[config.mk]
export PLATFORM = sky130hd
export DESIGN_NAME = pow_accum_flat
export DESIGN_NICKNAME = d
export VERILOG_FILES = /design/src/rtl/pow_accum_pkg.sv /design/src/rtl/pow_accum_if.sv /design/src/rtl/pow_accum_sync_fifo.sv /design/src/rtl/pow_accum.sv /design/src/flat_wrapper.sv
export SDC_FILE = /design/constraint.sdc
export NUM_CORES = 1
export LEC_CHECK = 0
export ABC_AREA = 0
export ABC_CLOCK_PERIOD_IN_PS = 8250
export CAP_MARGIN = 10
export CORE_MARGIN = 10
export CORE_UTILIZATION = 40
export DETAILED_ROUTE_END_ITERATION = 8
export PLACE_DENSITY = 0.61
export SYNTH_ARGS = -nofsm -noshare
export SYNTH_HDL_FRONTEND = slang
export SYNTH_SLANG_ARGS = --single-unit
export TNS_END_PERCENT = 5
[constraint.sdc]
create_clock -name clk -period 8.25 [get_ports clk]
set_input_delay 1.65 -clock clk [delete_from_list [all_inputs] [get_ports clk]]
set_output_delay 1.65 -clock clk [all_outputs]
set_load 0.03 [all_outputs]
[src/rtl/pow_accum_pkg.sv]
// Shared constants, the window-sum width helper and the result payload type
// for the pow_accum block.
package pow_accum_pkg;

  localparam int DATA_W_DEF     = 32;
  localparam int WINDOW_DEF     = 8;
  localparam int FIFO_DEPTH_DEF = 4;

  // A window of WINDOW unsigned samples needs log2(WINDOW) extra bits.
  function automatic int sum_width(input int data_w, input int window);
    return data_w + $clog2(window);
  endfunction

  localparam int RES_SUM_W = sum_width(DATA_W_DEF, WINDOW_DEF);
  localparam int RES_MAX_W = DATA_W_DEF;

  typedef struct packed {
    logic [RES_SUM_W-1:0] sum;
    logic [RES_MAX_W-1:0] max;
  } result_t;

  typedef enum logic {
    ST_ACC  = 1'b0,
    ST_LAST = 1'b1
  } acc_state_e;

endpackage

[src/rtl/pow_accum_if.sv]
// Sample input, clear, result handshake and status of pow_accum.
// slave is the accumulator's view; master is the producer/consumer side.
interface pow_accum_if #(
  parameter int DATA_W     = pow_accum_pkg::DATA_W_DEF,
  parameter int WINDOW     = pow_accum_pkg::WINDOW_DEF,
  parameter int FIFO_DEPTH = pow_accum_pkg::FIFO_DEPTH_DEF
);
  localparam int SUM_W = pow_accum_pkg::sum_width(DATA_W, WINDOW);
  localparam int CNT_W = $clog2(FIFO_DEPTH) + 1;

  logic              in_vld;
  logic [DATA_W-1:0] in_data;
  logic              clr;
  logic              out_vld;
  logic              out_rdy;
  logic [SUM_W-1:0]  out_sum;
  logic [DATA_W-1:0] out_max;
  logic [CNT_W-1:0]  fifo_cnt;
  logic              overflow;

  modport slave (
    input  in_vld, in_data, clr, out_rdy,
    output out_vld, out_sum, out_max, fifo_cnt, overflow
  );

  modport master (
    output in_vld, in_data, clr, out_rdy,
    input  out_vld, out_sum, out_max, fifo_cnt, overflow
  );
endinterface

[src/rtl/pow_accum_sync_fifo.sv]
// Generic single-clock FIFO; dout shows the head combinationally, one-cycle push-to-visible.
// A push while full is accepted only if a pop frees the slot in the same cycle.
module sync_fifo #(
  parameter int WIDTH = 8,
  parameter int DEPTH = 4
) (
  input  logic                     clk,
  input  logic                     rst,
  input  logic                     flush,
  input  logic                     push,
  input  logic                     pop,
  input  logic [WIDTH-1:0]         din,
  output logic [WIDTH-1:0]         dout,
  output logic                     full,
  output logic                     empty,
  output logic [$clog2(DEPTH):0]   count
);
  localparam int PTR_W = $clog2(DEPTH);

  logic [WIDTH-1:0] mem_q [DEPTH];
  logic [PTR_W-1:0] wr_ptr_q, wr_ptr_d, rd_ptr_q, rd_ptr_d;
  logic [PTR_W:0]   cnt_q, cnt_d;
  logic             do_push, do_pop;

  assign empty   = (cnt_q == '0);
  assign full    = (cnt_q == (PTR_W+1)'(DEPTH));
  assign do_pop  = pop && !empty;
  assign do_push = push && (!full || do_pop);
  assign dout    = mem_q[rd_ptr_q];
  assign count   = cnt_q;

  always_comb begin
    wr_ptr_d = wr_ptr_q;
    rd_ptr_d = rd_ptr_q;
    cnt_d    = cnt_q;
    if (flush) begin
      wr_ptr_d = '0;
      rd_ptr_d = '0;
      cnt_d    = '0;
    end else begin
      // DEPTH is a power of two, so pointers wrap by natural overflow.
      if (do_push) wr_ptr_d = wr_ptr_q + 1'b1;
      if (do_pop)  rd_ptr_d = rd_ptr_q + 1'b1;
      case ({do_push, do_pop})
        2'b10:   cnt_d = cnt_q + 1'b1;
        2'b01:   cnt_d = cnt_q - 1'b1;
        default: cnt_d = cnt_q;
      endcase
    end
  end

  always_ff @(posedge clk or posedge rst) begin
    if (rst) begin
      wr_ptr_q <= '0;
      rd_ptr_q <= '0;
      cnt_q    <= '0;
    end else begin
      wr_ptr_q <= wr_ptr_d;
      rd_ptr_q <= rd_ptr_d;
      cnt_q    <= cnt_d;
    end
  end

  always_ff @(posedge clk) begin
    if (do_push && !flush) mem_q[wr_ptr_q] <= din;
  end
endmodule

[src/rtl/pow_accum.sv]
// Windowed sum/max of the pow result stream; a result is visible one cycle after its last sample.
// Input has no backpressure: a window finishing into a full, non-popping FIFO is dropped and flagged.
module pow_accum
  import pow_accum_pkg::*;
#(
  parameter int DATA_W     = DATA_W_DEF,
  parameter int WINDOW     = WINDOW_DEF,
  parameter int FIFO_DEPTH = FIFO_DEPTH_DEF
) (
  input logic        clk,
  input logic        rst,
  pow_accum_if.slave bus
);
  localparam int SUM_W = sum_width(DATA_W, WINDOW);
  localparam int CNT_W = $clog2(WINDOW);

  acc_state_e        state_q, state_d;
  logic [CNT_W-1:0]  cnt_q, cnt_d;
  logic [SUM_W-1:0]  sum_q, sum_d, sum_next;
  logic [DATA_W-1:0] max_q, max_d, max_next;
  logic              overflow_q, overflow_d;
  logic              push, pop, fifo_full, fifo_empty;
  result_t           push_dat, head_dat;

  assign sum_next = sum_q + SUM_W'(bus.in_data);
  assign max_next = (bus.in_data > max_q) ? bus.in_data : max_q;

  always_comb begin
    state_d  = state_q;
    cnt_d    = cnt_q;
    sum_d    = sum_q;
    max_d    = max_q;
    push     = 1'b0;
    push_dat = '{sum: sum_next, max: max_next};
    if (bus.clr) begin
      state_d = ST_ACC;
      cnt_d   = '0;
      sum_d   = '0;
      max_d   = '0;
    end else if (bus.in_vld) begin
      case (state_q)
        ST_ACC: begin
          sum_d = sum_next;
          max_d = max_next;
          cnt_d = cnt_q + 1'b1;
          if (cnt_q == CNT_W'(WINDOW - 2)) state_d = ST_LAST;
        end
        ST_LAST: begin
          push    = 1'b1;
          state_d = ST_ACC;
          cnt_d   = '0;
          sum_d   = '0;
          max_d   = '0;
        end
      endcase
    end
  end

  // A pop in the clearing cycle is ignored; the flush empties the FIFO anyway.
  assign pop = bus.out_vld && bus.out_rdy && !bus.clr;

  always_comb begin
    overflow_d = overflow_q;
    if (bus.clr)                          overflow_d = 1'b0;
    else if (push && fifo_full && !pop)   overflow_d = 1'b1;
  end

  always_ff @(posedge clk or posedge rst) begin
    if (rst) begin
      state_q    <= ST_ACC;
      cnt_q      <= '0;
      sum_q      <= '0;
      max_q      <= '0;
      overflow_q <= 1'b0;
    end else begin
      state_q    <= state_d;
      cnt_q      <= cnt_d;
      sum_q      <= sum_d;
      max_q      <= max_d;
      overflow_q <= overflow_d;
    end
  end

  sync_fifo #(
    .WIDTH ($bits(result_t)),
    .DEPTH (FIFO_DEPTH)
  ) u_fifo (
    .clk   (clk),
    .rst   (rst),
    .flush (bus.clr),
    .push  (push),
    .pop   (pop),
    .din   (push_dat),
    .dout  (head_dat),
    .full  (fifo_full),
    .empty (fifo_empty),
    .count (bus.fifo_cnt)
  );

  // Uninitialised storage must not leak out while empty, including during reset.
  assign bus.out_vld  = !fifo_empty;
  assign bus.out_sum  = fifo_empty ? '0 : head_dat.sum;
  assign bus.out_max  = fifo_empty ? '0 : head_dat.max;
  assign bus.overflow = overflow_q;
endmodule

[src/flat_wrapper.sv]
// flat-port wrapper written by rule: the top's interface ports become plain ports
module pow_accum_flat import pow_accum_pkg::*;
#(
  parameter int DATA_W     = DATA_W_DEF,
  parameter int WINDOW     = WINDOW_DEF,
  parameter int FIFO_DEPTH = FIFO_DEPTH_DEF
)
  (clk, rst, bus_in_vld, bus_in_data, bus_clr, bus_out_rdy, bus_out_vld, bus_out_sum, bus_out_max, bus_fifo_cnt, bus_overflow);
  pow_accum_if #(.DATA_W(DATA_W), .WINDOW(WINDOW), .FIFO_DEPTH(FIFO_DEPTH)) bus_i ();
  input logic clk;
  input logic rst;
  input wire logic [$bits(bus_i.in_vld)-1:0] bus_in_vld;
  input wire logic [$bits(bus_i.in_data)-1:0] bus_in_data;
  input wire logic [$bits(bus_i.clr)-1:0] bus_clr;
  input wire logic [$bits(bus_i.out_rdy)-1:0] bus_out_rdy;
  output wire logic [$bits(bus_i.out_vld)-1:0] bus_out_vld;
  output wire logic [$bits(bus_i.out_sum)-1:0] bus_out_sum;
  output wire logic [$bits(bus_i.out_max)-1:0] bus_out_max;
  output wire logic [$bits(bus_i.fifo_cnt)-1:0] bus_fifo_cnt;
  output wire logic [$bits(bus_i.overflow)-1:0] bus_overflow;
  assign bus_i.in_vld = bus_in_vld;
  assign bus_i.in_data = bus_in_data;
  assign bus_i.clr = bus_clr;
  assign bus_i.out_rdy = bus_out_rdy;
  assign bus_out_vld = bus_i.out_vld;
  assign bus_out_sum = bus_i.out_sum;
  assign bus_out_max = bus_i.out_max;
  assign bus_fifo_cnt = bus_i.fifo_cnt;
  assign bus_overflow = bus_i.overflow;
  pow_accum #(.DATA_W(DATA_W), .WINDOW(WINDOW), .FIFO_DEPTH(FIFO_DEPTH)) u_core (.clk(clk), .rst(rst), .bus(bus_i));
endmodule
==> results by group <==
Timing
  – Fin crit share: 64.3%
  – Slew Viols, Final: 0
  – TNS Setup: 0 ns
  – Final setup fails: 0
  – Clock Skews: 0.0182 ns
  – Fmax: 188 MHz
  – Min Tclk post-route: 5.31 ns
  – RSZ-0062 raised after global routing: false
  – Slew at the pin with the worst max-slew slack: 1.09 ns
  – Slew HR: 27.7%
  – Final Hold Vio Count: 0

Outcome
  – Outcome: completed

Setup path
  – WS Path Type: reg -> out
  – Crit-path cells: buf_4, mux4_2, and2_1, clkdlybuf4s50_1
  – Critical Path Sink Type: output pin
  – CP max FO: 44
  – Slowest-stage cell, CP: dfrtp_4
  – Biggest cell delay along the critical path: 1.07 ns
  – Worst EP required: 6.60 ns
  – Data arrival time of the worst path: 3.66 ns
  – Startpoint class of the critical path: flop

Global routing
  – Remaining global-route overflow: 0
  – Total GRT Usage: 16.1%
  – Maximum number of pins on one net before global-route repair: 73
  – First-pass GRT wire length: 59800 um
  – Vias in the first global route: 9762
  – Initial antenna violation count: 0

Route
  – Post-DRT Antenna Nets: 0
  – DRC violations left: 0
  – Via-to-Cell Ratio: 5.49
  – Iter 0 DRT Violations: 638
  – Total wire length: 38800 um
  – Drt first pass iters: 5
  – Routed via count: 9481
  – Avg WL per Cell: 22.5 um

Place
  – HPWL Detailed: 25100 um
  – IO Port Bufs: 108
  – Dpl cells: 1657
  – Final GP Congestion: 0.824

Clocking
  – TritonCTS clock tree: done
  – Clk root buf: clkbuf_16
  – Cts bufs inserted: 38
  – Clk buf depth: 3
  – Post_cts resized: 0
  – Sink Count: 347
  – Reg clk slew, reported paths: 0.06 ns
  – H-tree Lvls: 2
  – Number of setup buffers added after CTS: 0
  – Later-pin clock latency in the skew report: 0.53 ns
  – CTS Hold Bufs: 0

Floorplan
  – Chip Height: 221 um
  – Ports: 109
  – Row Count: 73
  – DIE WIDTH: 221 um
  – Die area: 48700 um2
  – Initial Util: 40.5%
  – Core Box Area: 39700 um2

Synth
  – Yosys warnings: 0
  – Main synth FF type: edfxtp_1
  – Largest family of logic cells by synthesized area: multiplexers
  – EDFF count, synth: 268
  – Complex-gate fraction of the synthesized area: 9.06%
  – Distinct cells, synth: 55
  – Post-synthesis mux area share: 11.8%
  – Mapped Nets: 1168
  – Cell Area, Synth: 16100 um2
  – Post-synthesis simple-gate area fraction: 6.95%
  – Async SR Flop Fraction: 22.8%
  – Post-synthesis adder-cell area fraction: 5.69%
  – Xor/xnor cell area share of the yosys netlist: 1.96%
  – Flops & latches, synth: 347
  – Mapped Cells: 1059
  – Mean Syn Cell Area: 15.2 um2
  – Seq/Total Area, Yosys: 62.3%

Power
  – Pwr Density: 222 nW/um2
  – Leakage: 6.86 nW
  – VDD IR max: 129 uV

Cells and area
  – Synthesis-to-finish area growth: 18.0%
  – Final std cells w/o fill: 1726
  – Register Area: 10000 um2
  – Fill cells: 3444
  – Nets: 1281
  – Ant diodes: 0
  – Area of the multi-input gates: 5760 um2
  – Share of layout cells above drive strength 1: 15.4%

Hold path
  – Worst Hold Class: reg -> reg

Flow run
  – Max Cap Viol: 0
per-stage QoR:
| step | utilization, % | hold WS, ns | power [mW] | instance area, um2 | setup slack, ns |
|---|---|---|---|---|---|
| 2_1_floorplan | - | 0.470 | 2.44 | 16100 | 3.86 |
| 3_3_place_gp | 44.8 | 0.488 | 2.60 | 17800 | 2.97 |
| 3_5_place_dp | 44.8 | 0.492 | 2.61 | 17800 | 2.95 |
| 4_1_cts | 47.8 | 0.509 | 4.26 | 19000 | 2.80 |
| 5_1_grt | 47.8 | 0.523 | 4.40 | 19000 | 2.66 |
| 6_report | 47.8 | 0.506 | 4.22 | 19000 | 2.94 |
report_power, final:
part / switching [mW] / total (mW) / internal (mW) / leakage, nW
logic: 0.346 / 0.548 / 0.202 / 2.79
registers: 0.0264 / 2.03 / 2.01 / 3.49
clock network: 0.677 / 1.64 / 0.964 / 0.575
total: 1.05 / 4.22 / 3.17 / 6.86
metal layers:
layer / part of all wire (%) / GRT usage, % / vias up / wire length, um
met3: 4.6 / 2.43 / 50 / 1800
met4: 1.9 / 4.17 / 0 / 730
met1: 47 / 22.8 / 4866 / 18200
li1: - / - / 4348 / -
met5: 0 / 0 / - / 0
met2: 47 / 25.5 / 217 / 18100
flip-flops by register name, indices dropped and copies added, names as in the netlist:
| signal | count |
|---|---|
| u_core.sum_q | 35 |
| u_core.u_fifo.count | 3 |
| u_core.u_fifo.rd_ptr_q | 2 |
| u_core.cnt_q | 3 |
| u_core.u_fifo.mem_q | 268 |
| u_core.state_q | 1 |
| u_core.max_q | 32 |
| u_core.u_fifo.wr_ptr_q | 2 |
| u_core.bus.overflow | 1 |
cells by family after synthesis:
logic type | after synthesis
buffers and inverters | 96
multiplexers | 102
flip-flops | 347
AO/OA/AOI/OAI | 202
AND/OR/NAND/NOR | 204
XOR/XNOR | 36
adder cells (fa/ha/maj) | 72
synthesized netlist by cell type (all sizes together), types with 26 or more instances:
library cell	count	area, um2
a21oi	44	224
a22o	64	561
and2	73	459
clkbuf	39	146
dfrtp	79	1980
edfxtp	268	8050
ha	70	876
inv	48	180
mux2	33	372
mux4	67	1510
nand2	26	97.6
nor2	37	141
o21ai	30	150
placed cells by master (no fill, tap or decap), types with 3 or more instances in the layout:
| cell type | count |
|---|---|
| nand2b_1 | 6 |
| mux2_2 | 33 |
| a31oi_1 | 7 |
| a211oi_1 | 9 |
| and3_1 | 4 |
| nor2b_1 | 4 |
| o21bai_1 | 5 |
| dfrtp_1 | 77 |
| or3_1 | 5 |
| nor2_1 | 35 |
| nand4_1 | 12 |
| nor3_1 | 10 |
| nor4b_1 | 3 |
| a22o_1 | 64 |
| a21o_1 | 21 |
| o21ai_0 | 26 |
| buf_4 | 13 |
| and2_1 | 68 |
| mux4_2 | 67 |
| clkbuf_16 | 39 |
| edfxtp_1 | 268 |
| o31ai_1 | 4 |
| clkinv_1 | 9 |
| inv_1 | 47 |
| nand3_1 | 14 |
| clkinv_2 | 5 |
| xor2_1 | 15 |
| bufinv_16 | 3 |
| ha_1 | 70 |
| clkbuf_1 | 11 |
| a21oi_1 | 43 |
| xnor2_1 | 21 |
| clkdlybuf4s50_1 | 108 |
| nand2_1 | 26 |
| and2_4 | 5 |
| o21ai_1 | 3 |
layout make-up:
type	count	share of cell area (%)
inverter	48	0.955
tap	525	3.46
multi-input combinational	616	30.3
clock buffer	50	5.36
clock inverter	19	0.890
timing repair buffer	121	6.21
sequential	347	52.8
worst max-delay path: cells and delay by family (launching register included):
kind                   cells  cell delay [ns]
buffers and inverters      2             1.21
DFF                        1             1.07
muxes                      1             0.62
and+or+nand+nor            1             0.18
final timing paths:
check | startpoint | endpoint | slack (ns) | depth (start not counted)
worst max-delay path | u_core.u_fifo.rd_ptr_q[0]$_DFFE_PP0P_ | bus_out_max[27] | 2.94 | 4
worst min-delay path | u_core.sum_q[0]$_DFFE_PP0P_ | u_core.sum_q[0]$_DFFE_PP0P_ | 0.51 | 1
min in group asynchronous | rst | u_core.max_q[8]$_DFFE_PP0P_ | 1.51 | 2
worst min register to register | u_core.sum_q[0]$_DFFE_PP0P_ | u_core.sum_q[0]$_DFFE_PP0P_ | 0.51 | 1
worst max register to register | u_core.sum_q[0]$_DFFE_PP0P_ | u_core.u_fifo.mem_q[2][66]$_DFFE_PP_ | 4.78 | 10
max in group asynchronous | rst | u_core.sum_q[27]$_DFFE_PP0P_ | 5.57 | 3
(Power assumes the default switching activity.)
